<file path="src/rtl/jt12_pcm_uprate_if.sv">
// PCM sample bus between the YM2612 register interface and the up-rate core.
// The register side drives pcm/pcm_wr and the core returns pcm_out/rate/stale.
interface jt12_pcm_uprate_if #(
    parameter int W      = 9,
    parameter int STAGES = 3
);
    localparam int RW = $clog2(STAGES + 1);

    logic signed [W-1:0] pcm;
    logic                pcm_wr;
    logic signed [W-1:0] pcm_out;
    logic [RW-1:0]       rate;
    logic                stale;

    modport master (output pcm, pcm_wr, input pcm_out, rate, stale);
    modport slave  (input pcm, pcm_wr, output pcm_out, rate, stale);
endinterface

</file>
<file path="src/rtl/jt12_pcm_uprate.sv">
// PCM up-rate core: picks a 2^k factor from the write interval and linearly interpolates per tick.
// Define JT12_PCM_DECAY_EN to make a stale output step one LSB toward zero on every tick.
module jt12_pcm_uprate #(
    parameter int W      = 9,
    parameter int STAGES = 3
) (
    input  logic               clk,
    input  logic               rst_n,
    input  logic               clk_en,
    input  logic               zero,
    jt12_pcm_uprate_if.slave   bus
);
    localparam int RW  = $clog2(STAGES + 1);
    localparam int GW  = STAGES + 2;
    localparam int PW  = W + STAGES + 2;
    localparam int PHW = STAGES + 1;
    localparam logic [GW-1:0] GMAX = {1'b0, {(GW-1){1'b1}}};

    function automatic logic [RW-1:0] rate_of(input logic [GW-1:0] g);
        logic [RW-1:0] k;
        k = '0;
        for (int i = 1; i < GW; i++)
            if (g[i]) k = (i > STAGES) ? RW'(STAGES) : RW'(i);
        return k;
    endfunction

    // Arithmetic shift floors the scaled step; the result always lies between a and b.
    function automatic logic signed [W-1:0] interp(input logic signed [W-1:0] a,
                                                   input logic signed [W-1:0] b,
                                                   input logic [PHW-1:0]      ph_v,
                                                   input logic [RW-1:0]       k);
        logic signed [W:0]    d;
        logic signed [PW-1:0] prod;
        logic signed [PW-1:0] sh;
        d    = {b[W-1], b} - {a[W-1], a};
        prod = PW'(d) * $signed({1'b0, ph_v});
        sh   = prod >>> k;
        return a + W'(sh);
    endfunction

`ifdef JT12_PCM_DECAY_EN
    function automatic logic signed [W-1:0] decay(input logic signed [W-1:0] v);
        if (v > 0)      return v - W'(1);
        else if (v < 0) return v + W'(1);
        else            return v;
    endfunction
`endif

    logic                last_zero;
    logic [GW-1:0]       gap;
    logic signed [W-1:0] prev, curr, pcm_out_r;
    logic [PHW-1:0]      ph;
    logic [RW-1:0]       rate_r;
    logic                stale_r;

    logic                tick;
    logic [RW-1:0]       k_new;
    logic signed [W-1:0] seg_prev, seg_curr, interp_v;
    logic [RW-1:0]       seg_k;
    logic [PHW-1:0]      seg_ph, seg_full, ph_nxt;

    assign tick  = zero & ~last_zero;
    assign k_new = rate_of(gap);

    // A write re-bases the segment first so a coincident tick already steps the new one.
    always_comb begin
        seg_prev = prev;
        seg_curr = curr;
        seg_k    = rate_r;
        seg_ph   = ph;
        if (bus.pcm_wr) begin
            seg_prev = pcm_out_r;
            seg_curr = bus.pcm;
            seg_k    = k_new;
            seg_ph   = '0;
        end
        seg_full = PHW'(1) << seg_k;
        ph_nxt   = (seg_ph >= seg_full) ? seg_ph : seg_ph + 1'b1;
        interp_v = interp(seg_prev, seg_curr, ph_nxt, seg_k);
    end

    always_ff @(posedge clk or negedge rst_n) begin
        if (!rst_n) begin
            last_zero <= 1'b0;
            gap       <= '0;
            prev      <= '0;
            curr      <= '0;
            ph        <= '0;
            pcm_out_r <= '0;
            rate_r    <= '0;
            stale_r   <= 1'b0;
        end else if (clk_en) begin
            last_zero <= zero;
            if (bus.pcm_wr)
                gap <= '0;
            else if (tick && gap != GMAX)
                gap <= gap + 1'b1;
            if (bus.pcm_wr) begin
                prev   <= pcm_out_r;
                curr   <= bus.pcm;
                rate_r <= k_new;
            end
            if (bus.pcm_wr || tick)
                ph <= tick ? ph_nxt : '0;
            if (tick) begin
`ifdef JT12_PCM_DECAY_EN
                if (stale_r && !bus.pcm_wr)
                    pcm_out_r <= decay(pcm_out_r);
                else
                    pcm_out_r <= interp_v;
`else
                pcm_out_r <= interp_v;
`endif
            end
            if (bus.pcm_wr)
                stale_r <= 1'b0;
            else if (tick && gap == GMAX)
                stale_r <= 1'b1;
        end
    end

    assign bus.pcm_out = pcm_out_r;
    assign bus.rate    = rate_r;
    assign bus.stale   = stale_r;
endmodule

</file>
<file path="src/flat_wrapper.sv">
// flat-port wrapper written by rule: the top's interface ports become plain ports
module jt12_pcm_uprate_flat 
#(
    parameter int W      = 9,
    parameter int STAGES = 3
)
  (clk, rst_n, clk_en, zero, bus_pcm, bus_pcm_wr, bus_pcm_out, bus_rate, bus_stale);
  jt12_pcm_uprate_if #(.W(W), .STAGES(STAGES)) bus_i ();
  input  logic clk;
  input  logic rst_n;
  input  logic clk_en;
  input  logic zero;
  input wire logic [$bits(bus_i.pcm)-1:0] bus_pcm;
  input wire logic [$bits(bus_i.pcm_wr)-1:0] bus_pcm_wr;
  output wire logic [$bits(bus_i.pcm_out)-1:0] bus_pcm_out;
  output wire logic [$bits(bus_i.rate)-1:0] bus_rate;
  output wire logic [$bits(bus_i.stale)-1:0] bus_stale;
  assign bus_i.pcm = bus_pcm;
  assign bus_i.pcm_wr = bus_pcm_wr;
  assign bus_pcm_out = bus_i.pcm_out;
  assign bus_rate = bus_i.rate;
  assign bus_stale = bus_i.stale;
  jt12_pcm_uprate #(.W(W), .STAGES(STAGES)) u_core (.clk(clk), .rst_n(rst_n), .clk_en(clk_en), .zero(zero), .bus(bus_i));
endmodule
</file>
<file path="config.mk">
export PLATFORM = sky130hd
export DESIGN_NAME = jt12_pcm_uprate_flat
export DESIGN_NICKNAME = d
export VERILOG_FILES = /design/src/rtl/jt12_pcm_uprate_if.sv /design/src/rtl/jt12_pcm_uprate.sv /design/src/flat_wrapper.sv
export SDC_FILE = /design/constraint.sdc
export NUM_CORES = 1
export LEC_CHECK = 0
export BUFFER_PORTS_ARGS = -buffer_cell sky130_fd_sc_hd__buf_2
export CORE_ASPECT_RATIO = 0.7
export CORE_UTILIZATION = 25
export CTS_CLUSTER_DIAMETER = 30
export DETAILED_ROUTE_END_ITERATION = 7
export SKIP_CTS_REPAIR_TIMING = 1
export SYNTH_ARGS = -nofsm -noshare
export SYNTH_HDL_FRONTEND = slang
export SYNTH_SLANG_ARGS = --single-unit
</file>
<file path="constraint.sdc">
create_clock -name clk -period 8.9 [get_ports clk]
set_input_delay 0.445 -clock clk [delete_from_list [all_inputs] [get_ports clk]]
set_output_delay 0.445 -clock clk [all_outputs]
set_load 0.02 [all_outputs]
</file>
After elaboration in Yosys (flattened, before gate mapping)

Index checks and enable logic that the tools add are counted.

Output and inout bits: 12
Word-level logic and storage cells: 43
Flip-flop bits (word level): 40
Input port bits: 14

Shift operators: 2
$add $sub $neg: 4
Multiply operators: 1
Bitwise operators: 2
Reductions and logical operators: 9
Equality and inequality tests: 2
$lt $le $gt $ge: 1
Mux-type cells: 14

Operators with widths:

| operator                                                                | number |
|---|---|
| 9-bit two-way mux                                                       | 2 |
| 10-bit by 5-bit multiplier with 14-bit output                           | 1 |
| 14-bit by 2-bit >>> shifter with 9-bit output                           | 1 |
| 4-bit two-way mux                                                       | 3 |
| 5-bit two-way mux                                                       | 2 |
| 9-bit by 9-bit subtractor with 10-bit output                            | 1 |
| 9-bit adder                                                             | 1 |
| 2-bit two-way mux                                                       | 4 |
| 2-bit AND reduction                                                     | 4 |
| 5-bit by 1-bit adder with 5-bit output, second input constant           | 1 |
| 5-bit by 4-bit equality test with 1-bit output, second input constant   | 1 |
| 5-bit by 4-bit inequality test with 1-bit output, second input constant | 1 |
| 4-bit by 1-bit adder with 4-bit output, second input constant           | 1 |
| 4-bit greater-or-equal comparator                                       | 1 |
| 2-bit nonzero test                                                      | 2 |
| 1-bit by 2-bit left shift with 4-bit output, first input constant       | 1 |
| 1-bit two-way mux                                                       | 3 |
| 1-bit logical AND                                                       | 2 |
| 1-bit bitwise AND                                                       | 1 |
| 1-bit logical OR                                                        | 1 |
| 1-bit inverter                                                          | 1 |

Longest topological paths before layout

Gate-level depths: netlist (run 1).

Depth after elaboration: 11
Mapped depth: 35
Gate-level depth less buffers: 32

Worst setup path after synthesis (run 1)

Ideal clock, no wire load.

Kind: input port to flip-flop
From: in bus_pcm_wr
To: reg u_core.pcm_out_r[8], in the netlist u_core.bus.pcm_out[8]
Required time: 8.831 ns
Setup slack: 1.566 ns
Setup time: 0.069 ns
Data arrival time: 7.265 ns
Stages: 33
Buffers on the path: 3
Cells stage by stage: buf_6 o21ai_1 nand2b_1 buf_1 nand2_1 ha_1 or3_1 o21ai_2 o21ai_1 xor2_1 clkbuf_1 nor2_1 ha_1 inv_1 fa_1 fa_1 inv_1 ha_1 nor2b_1 o21ai_0 nor2b_1 xnor2_1 mux2i_1 mux2i_1 ha_1 a21oi_1 o21bai_1 a2111oi_0 nor3_1 xnor2_1 nor3b_1 mux2i_1 nand3_1

Cells in the longest elaborated chain, start to end: 7
Elaborated cells on any way between the ends: 12

Ends and longest elaborated chain:

| element                                       | line                   | source |
|---|---|---|
| start, declared                               | flat_wrapper.sv:14     | `input wire logic [$bits(bus_i.pcm_wr)-1:0] bus_pcm_wr;` |
| 2-bit two-way mux                             | n/a                    |  |
| 1-bit by 2-bit left shift with 4-bit output   | jt12_pcm_uprate.sv:77  | `seg_full = PHW'(1) << seg_k;` |
| 4-bit greater-or-equal comparator             | jt12_pcm_uprate.sv:78  | `ph_nxt = (seg_ph >= seg_full) ? seg_ph : seg_ph + 1'b1;` |
| 4-bit two-way mux                             | jt12_pcm_uprate.sv:78  |  |
| 10-bit by 5-bit multiplier with 14-bit output | jt12_pcm_uprate.sv:36  | `prod = PW'(d) * $signed({1'b0, ph_v});` |
| 14-bit by 2-bit >>> shifter with 9-bit output | jt12_pcm_uprate.sv:37  | `sh = prod >>> k;` |
| 9-bit adder (*)                               | jt12_pcm_uprate.sv:38  | `return a + W'(sh);` |
| end signal, assigned                          | jt12_pcm_uprate.sv:112 | `pcm_out_r <= interp_v;` |
| end, declared                                 | jt12_pcm_uprate.sv:51  | `logic signed [W-1:0] prev, curr, pcm_out_r;` |

Mark *: on every way between the ends. The rest lies on a longest branch, timed or not.
A chain may end at the register's enable or synchronous reset.

Final worst setup path (run 1)

From: reg u_core.gap[2]
To: reg u_core.pcm_out_r[8], in the netlist u_core.bus.pcm_out[8]

Cells in the longest elaborated chain, start to end: 10

Ends and longest elaborated chain:

| element                                           | line                  | source |
|---|---|---|
| start, declared                                   | jt12_pcm_uprate.sv:50 | `logic [GW-1:0] gap;` |
| start signal, assigned                            | jt12_pcm_uprate.sv:97 | `gap <= gap + 1'b1;` |
| 2-bit two-way mux (*) (3 in series)               | jt12_pcm_uprate.sv:23 | `if (g[i]) k = (i > STAGES) ? RW'(STAGES) : RW'(i);` |
| 2-bit two-way mux (*)                             | n/a                   |  |
| 1-bit by 2-bit left shift with 4-bit output       | jt12_pcm_uprate.sv:77 |  |
| 4-bit greater-or-equal comparator                 | jt12_pcm_uprate.sv:78 |  |
| 4-bit two-way mux                                 | jt12_pcm_uprate.sv:78 |  |
| 10-bit by 5-bit multiplier with 14-bit output     | jt12_pcm_uprate.sv:36 |  |
| 14-bit by 2-bit >>> shifter with 9-bit output (*) | jt12_pcm_uprate.sv:37 |  |
| 9-bit adder (*)                                   | jt12_pcm_uprate.sv:38 |  |

Marked as above.

==> results of run 1 <==
==> per-layer routing <==
metal  part of all wire, %  track usage, %  vias up
met1                    59           20.80     1575
li1                      -               -     1655
met4                  0.90           2.136        0
met2                    37           15.54       64
met3                   3.8           2.502       10
met5                     0               0        -
==> cells by family (layout without fill, tap and decap cells) <==
kind of cell             Yosys count  after routing
AND/OR/NAND/NOR                  135            135
AO/OA/AOI/OAI                     85             85
buffers and inverters             64             87
adder cells (fa/ha/maj)           63             63
multiplexers                      50             50
flip-flops                        40             40
XOR/XNOR                          30             30
==> worst reg2reg max path, delay by kind of cell (launching register included) <==
family	cells	cell delay [ns]
fa+ha+maj	6	2.20
buf+inv	3	0.29
simple gates	10	2.01
compound gates	7	1.30
flops	1	0.45
mux	3	0.44
xor+xnor	3	1.02
==> flip-flops by register name (all words and copies together), names as in the netlist <==
name                count
u_core.bus.pcm_out      9
u_core.curr             9
u_core.bus.stale        1
u_core.prev             9
u_core.gap              5
u_core.last_zero        1
u_core.bus.rate         2
u_core.ph               4
==> layout by cell type (no fill, tap or decap), types with 4 or more instances in the layout <==
cell type and instances:
inv_1 48, ha_1 45, nor2_1 43, dfrtp_1 40, nand2_1 32, mux2_2 31, buf_2 25, o21ai_0 22
a21oi_1 20, xnor2_1 19, mux2i_1 19, fa_1 18, nor2b_1 11, nand3_1 11, nand2b_1 9, xor2_1 9
nor3_1 8, a21o_1 5, o22ai_1 5, clkbuf_16 5, buf_4 5, or3_1 4, o21bai_1 4, nor3b_1 4
==> power by group through the flow <==
| stage | Sequential (mW) | Combinational, mW | Clock, mW |
|---|---|---|---|
| after detailed placement | 0.276 | 1.11 | 0 |
| after global routing | 0.281 | 1.25 | 0.224 |
| final | 0.273 | 1.13 | 0.212 |
| after CTS | 0.273 | 1.12 | 0.216 |
| after floorplan | 0.291 | 0.811 | 0 |
| after global placement | 0.276 | 1.12 | 0 |
==> area by class of cell <==
type	count	area, sq um
inverters	49	183.9
well taps	225	281.5
fillers	1740	11660
flip-flops and latches	40	1001
multi-input cells	363	2985
clock buffers	5	125.1
clock inverters	3	42.54
repair buffers	30	162.7
==> through the flow <==
step / hold slack, ns / area [sq um] / cells
5_1_grt: 0.3689 / 4782 / 715
3_3_place_gp: 0.4803 / 4614 / 707
3_5_place_dp: 0.4866 / 4614 / 707
2_1_floorplan: 0.1494 / 4249 / 467
4_1_cts: 0.3343 / 4782 / 715
6_report: 0.2822 / 4782 / 715
==> how the worst min path moves through the flow <==
stage	cells past startpoint	end	start	slack, ns
after floorplan	0	u_core.bus.pcm_out[0]$_DFFE_PN0P_	rst_n	0.15
after global placement	1	u_core.last_zero$_DFFE_PN0P_	u_core.last_zero$_DFFE_PN0P_	0.48
after detailed placement	1	u_core.last_zero$_DFFE_PN0P_	u_core.last_zero$_DFFE_PN0P_	0.49
after CTS	1	u_core.curr[2]$_DFFE_PN0P_	rst_n	0.33
after global routing	1	u_core.ph[3]$_DFFE_PN0P_	rst_n	0.37
final	1	u_core.curr[4]$_DFFE_PN0P_	rst_n	0.28
==> summary.md, run 1 <==
| Metric | Value |
|---|---|
| Reg-to-Reg End | u_core.bus.pcm_out[8]$_DFFE_PN0P_ |
| Most used DFF post-synth | dfrtp_1 |
| Hold Crit Class | in -> async |
| Slew HR | 24.15% |
| Main combinational cell family by area after synthesis | adder cells |
| Wire per inst | 14.20 microns |
| Lkg Pwr | 2.271 nW |
| Top cell by count, worst path | ha_1 |
| Flops & latches, synth | 40 |
| # DRC | 0 |
| Clock Power Share | 13.1% |
| Seq/Total Area, Yosys | 23.56% |
| FP Rows | 39 |
| Pwr Total | 1.615 mW |
| Critical Path End Type | register |
| Layout cells sized above 1 | 16.53% |
| Initial antenna violation count | 0 |
| Xor/xnor share of the synthesized area | 6.537% |
| Worst reg-to-reg path cell count | 32 |
| Internal power | 817.3 uW |
| Vias/cell | 4.621 |
| Most common cell in the netlist | inv_1 |
| CP Data Required Time | 9.13 ns |
| Worst R2R Setup Slack | 1.14 ns |
| Critical Path Start Type | register |
| RSZ-0062 raised after global routing | false |
| Clock Latency Late Sink | 0.29 ns |
| WP depth | 32 |
| Initial DRC Count | 235 |
| I/O Buffers | 25 |
| Worst Setup EP | u_core.bus.pcm_out[8]$_DFFE_PN0P_ |
| Count of cell types in the netlist | 57 |
| Reg2reg start | u_core.gap[2]$_DFFE_PN0P_ |
| Hold Fails Final Rpt | 0 |
| Setup ws final | 1.142 ns |
| Minimum clock period | 7.758 ns |
| Number of global-route vias before repair | 3188 |
| Logic pwr share | 70.0% |
| Routed vias | 3304 |
| Compound-Gate Fraction of Synth Area | 13.78% |
| Total CTS buffers | 5 |
| Core Footprint | 0.01644 sq mm |
| Initial core utilization | 25.84% |
| Buf+Inv Stages, Crit Path | 3 |
| Final slew viol count | 0 |
| Syn. warnings | 0 |
| Adder-cell share of the synthesized area | 21.73% |
| Final period utilization | 87.17% |
| Synthesis-to-finish area growth | 12.54% |
| Fmax | 128.9 MHz |
| First-pass GRT wire length | 16.89 mm |
| Max cap viols | 0 |
| Setup TNS | 0 ns |
| Worst Setup SP | u_core.gap[2]$_DFFE_PN0P_ |
| Simple-gate area share of the yosys netlist | 15.52% |
| Final Core Density | 29.08% |
| Crit-path max FO | 14 |
| Skew final | 0.01010 ns |
| Hpwl dp | 8.160 mm |
| H-tree lvl count | 2 |
| Total GRT Usage | 12.38% |
| Top delay family on crit path | adder cells |
| Worst Setup Path Type | reg -> reg |
| Worst Max-Slew Pin Slew | 1.134 ns |
| Post-synth EDFFs | 0 |
| # IOs | 26 |
| DIE AREA | 0.01753 sq mm |
| PwrDens | 337.8 mW/mm^2 |
| Post-synthesis mux area share | 12.69% |
| Clock root buffer | clkbuf_16 |
| Maximum buffer depth of the clock tree | 2 |
| Sw Pwr | 798.1 uW |
| CTS tree | built |
| Top post-synthesis cells by area | dfrtp_1 24%, ha_1 13%, fa_1 8.5%, mux2_2 8.2%, mux2i_1 4.5% |
| Pre-CTS WS | 0.9735 ns |
| Clk slew on worst S/H paths | 0.07 ns |
| Sw Ratio | 49.41% |
| Synth Instances | 467 |
| Slowest CP cell | xor2_1 |
| Setup violators final | 0 |
| Final ANT Viol Nets | 0 |
| Run status | finished clean |
| Die H | 111.1 microns |
| Width of the die | 157.8 microns |
| Share of the synthesized area in the top cell type | 23.56% |
| Largest area contributor in the netlist | dfrtp_1 |
| Post-Syn Area | 0.004249 sq mm |
| Final WL | 10.15 mm |
| CP peak stage delay | 0.56 ns |
| DR pass1 iterations | 4 |
| Sequential share of power | 16.9% |
| Peak supply drop | 135.0 uV |
| Clock Sink Count | 40 |
| Total grt overflow | 0 |
| Pin count of the biggest net entering global routing | 41 |
| Async S/R FF share, synth | 100.0% |
| Synth Area per Inst | 9.099 sq um |
| # nets final | 566 |
| Synth Net Count | 544 |
| Critical Path AT | 7.99 ns |
| GP Congestion | 0.8533 |
| # diodes | 0 |
| Synth cell count leaders | 48 x inv_1, 45 x ha_1, 43 x nor2_1, 40 x dfrtp_1, 32 x nand2_1 |
No activity file was read; power rests on OpenSTA's default activity.
==> run 2: changes to the inputs <==
- MAX_ROUTING_LAYER: not set -> met4
==> run 2 against run 1 <==
Clock power hardly changed; register-to-register slack hardly changed; clock skew hardly changed; sequential power hardly changed.
==> summary.md, run 2 (synthesis gave the netlist of run 1 again) <==
| Metric | Value |
|---|---|
| # diodes | 0 |
| Worst Setup Path Type | reg -> reg |
| Clk slew on worst S/H paths | 0.07 ns |
| GP Congestion | 0.8669 |
| DP Cell Count | 707 |
| Maximum buffer depth of the clock tree | 2 |
| Hpwl dp | 8.160 mm |
| Hold Crit Class | in -> async |
| Final non-filler cell area | 0.004782 sq mm |
| Total CTS buffers | 5 |
| Slew HR | 23.59% |
| CTS tree | built |
| H-tree lvl count | 2 |
| Routed vias | 3290 |
| Sequential share of power | 16.9% |
| FP Rows | 39 |
| Synthesis-to-finish area growth | 12.54% |
| Slowest CP cell | xor2_1 |
| Initial antenna violation count | 0 |
| Setup TNS | 0 ns |
| RSZ-0062 raised after global routing | false |
| Final slew viol count | 0 |
| First-pass GRT wire length | 16.91 mm |
| DIE AREA | 0.01753 sq mm |
| Pin count of the biggest net entering global routing | 41 |
| Commonest non-fill, non-tap cells in the layout | 48 x inv_1, 45 x ha_1, 43 x nor2_1, 40 x dfrtp_1, 32 x nand2_1 |
| Internal power | 817.2 uW |
| Setup violators final | 0 |
| Critical Path Start Type | register |
| DR pass1 iterations | 5 |
| Total GRT Usage | 12.76% |
| Fmax | 129.1 MHz |
| Run status | finished clean |
| Final WL | 10.16 mm |
| Lkg Pwr | 2.271 nW |
| Commonest non-fill, non-tap cell in the layout | inv_1 |
| Wire per inst | 14.21 microns |
| CP Data Required Time | 9.07 ns |
| Pwr Total | 1.615 mW |
| Initial core utilization | 25.84% |
| Hold Fails Final Rpt | 0 |
| Peak supply drop | 134.9 uV |
| Layout cells sized above 1 | 16.53% |
| Clock Latency Late Sink | 0.29 ns |
| Total grt overflow | 0 |
| Final ANT Viol Nets | 0 |
| Crit-path max FO | 14 |
| Skew final | 0.01051 ns |
| # nets final | 566 |
| Top cell by count, worst path | ha_1 |
| Number of global-route vias before repair | 3178 |
| Initial DRC Count | 236 |
| Clock Sink Count | 40 |
| Max cap viols | 0 |
| Finished Layout Cells | 715 |
| Setup ws final | 1.154 ns |
| # DRC | 0 |
| Worst Max-Slew Pin Slew | 1.143 ns |
| PwrDens | 337.7 mW/mm^2 |
| Minimum clock period | 7.746 ns |
| Final period utilization | 87.04% |
| Width of the die | 157.8 microns |
| I/O Buffers | 25 |
| Clock Power Share | 13.1% |
| Critical Path End Type | register |
| Clock root buffer | clkbuf_16 |
| # IOs | 26 |
| Logic pwr share | 70.0% |
| Die H | 111.1 microns |
| Critical Path AT | 7.92 ns |
| Sw Ratio | 49.40% |
| Sw Pwr | 797.7 uW |
| Vias/cell | 4.601 |
| Core Footprint | 0.01644 sq mm |
| CP peak stage delay | 0.55 ns |
| Pre-CTS WS | 0.9735 ns |
| DP Area | 0.004614 sq mm |
run 2: critical path: cells and delay by family, from the launching register on:
kind / cells / cell delay, ns
buf+inv: 3 / 0.29
flops: 1 / 0.45
simple gates: 10 / 1.87
xor+xnor: 3 / 1.00
fa+ha+maj: 6 / 2.20
compound gates: 7 / 1.31
mux: 3 / 0.50
run 2: final cells by class:
class                   instances  area [sq um]
clock buffers                   5         125.1
fillers                      1740         11660
flip-flops and latches         40          1001
repair buffers                 30         162.7
clock inverters                 3         42.54
multi-input cells             363          2985
well taps                     225         281.5
inverters                      49         183.9
run 2: final timing paths:
| check | from | end | slack, ns | depth (start not counted) |
|---|---|---|---|---|
| worst max-delay path | u_core.gap[2]$_DFFE_PN0P_ | u_core.bus.pcm_out[8]$_DFFE_PN0P_ | 1.15 | 32 |
| min in group clk | bus_pcm[1] | u_core.curr[1]$_DFFE_PN0P_ | 0.39 | 2 |
| worst max register to register | u_core.gap[2]$_DFFE_PN0P_ | u_core.bus.pcm_out[8]$_DFFE_PN0P_ | 1.15 | 32 |
| worst min-delay path | rst_n | u_core.curr[4]$_DFFE_PN0P_ | 0.28 | 1 |
| max in group asynchronous | rst_n | u_core.last_zero$_DFFE_PN0P_ | 8.01 | 1 |
| worst min register to register | u_core.ph[3]$_DFFE_PN0P_ | u_core.ph[3]$_DFFE_PN0P_ | 0.50 | 2 |
run 2: power groups by stage:
stage / combinational [mW] / clock (mW) / sequential (mW)
CTS: 1.12 / 0.216 / 0.273
global placement: 1.12 / 0 / 0.276
finish: 1.13 / 0.212 / 0.272
global route: 1.25 / 0.224 / 0.281
detailed placement: 1.11 / 0 / 0.276
floorplan: 0.811 / 0 / 0.291
run 2: metal layers:
layer	global-route usage [%]	wire length, microns	vias to the layer above
li1	-	-	1652
met1	20.90	5900	1557
met2	15.48	3717	74
met3	2.502	463	7
met4	2.136	79	0
met5	-	0	-
run 2: metrics by stage:
| stage | util [%] | hold slack (ns) |
|---|---|---|
| 2_1_floorplan | - | 0.1494 |
| 3_3_place_gp | 28.06 | 0.4803 |
| 3_5_place_dp | 28.06 | 0.4866 |
| 4_1_cts | 29.08 | 0.3343 |
| 5_1_grt | 29.08 | 0.3722 |
| 6_report | 29.08 | 0.2834 |
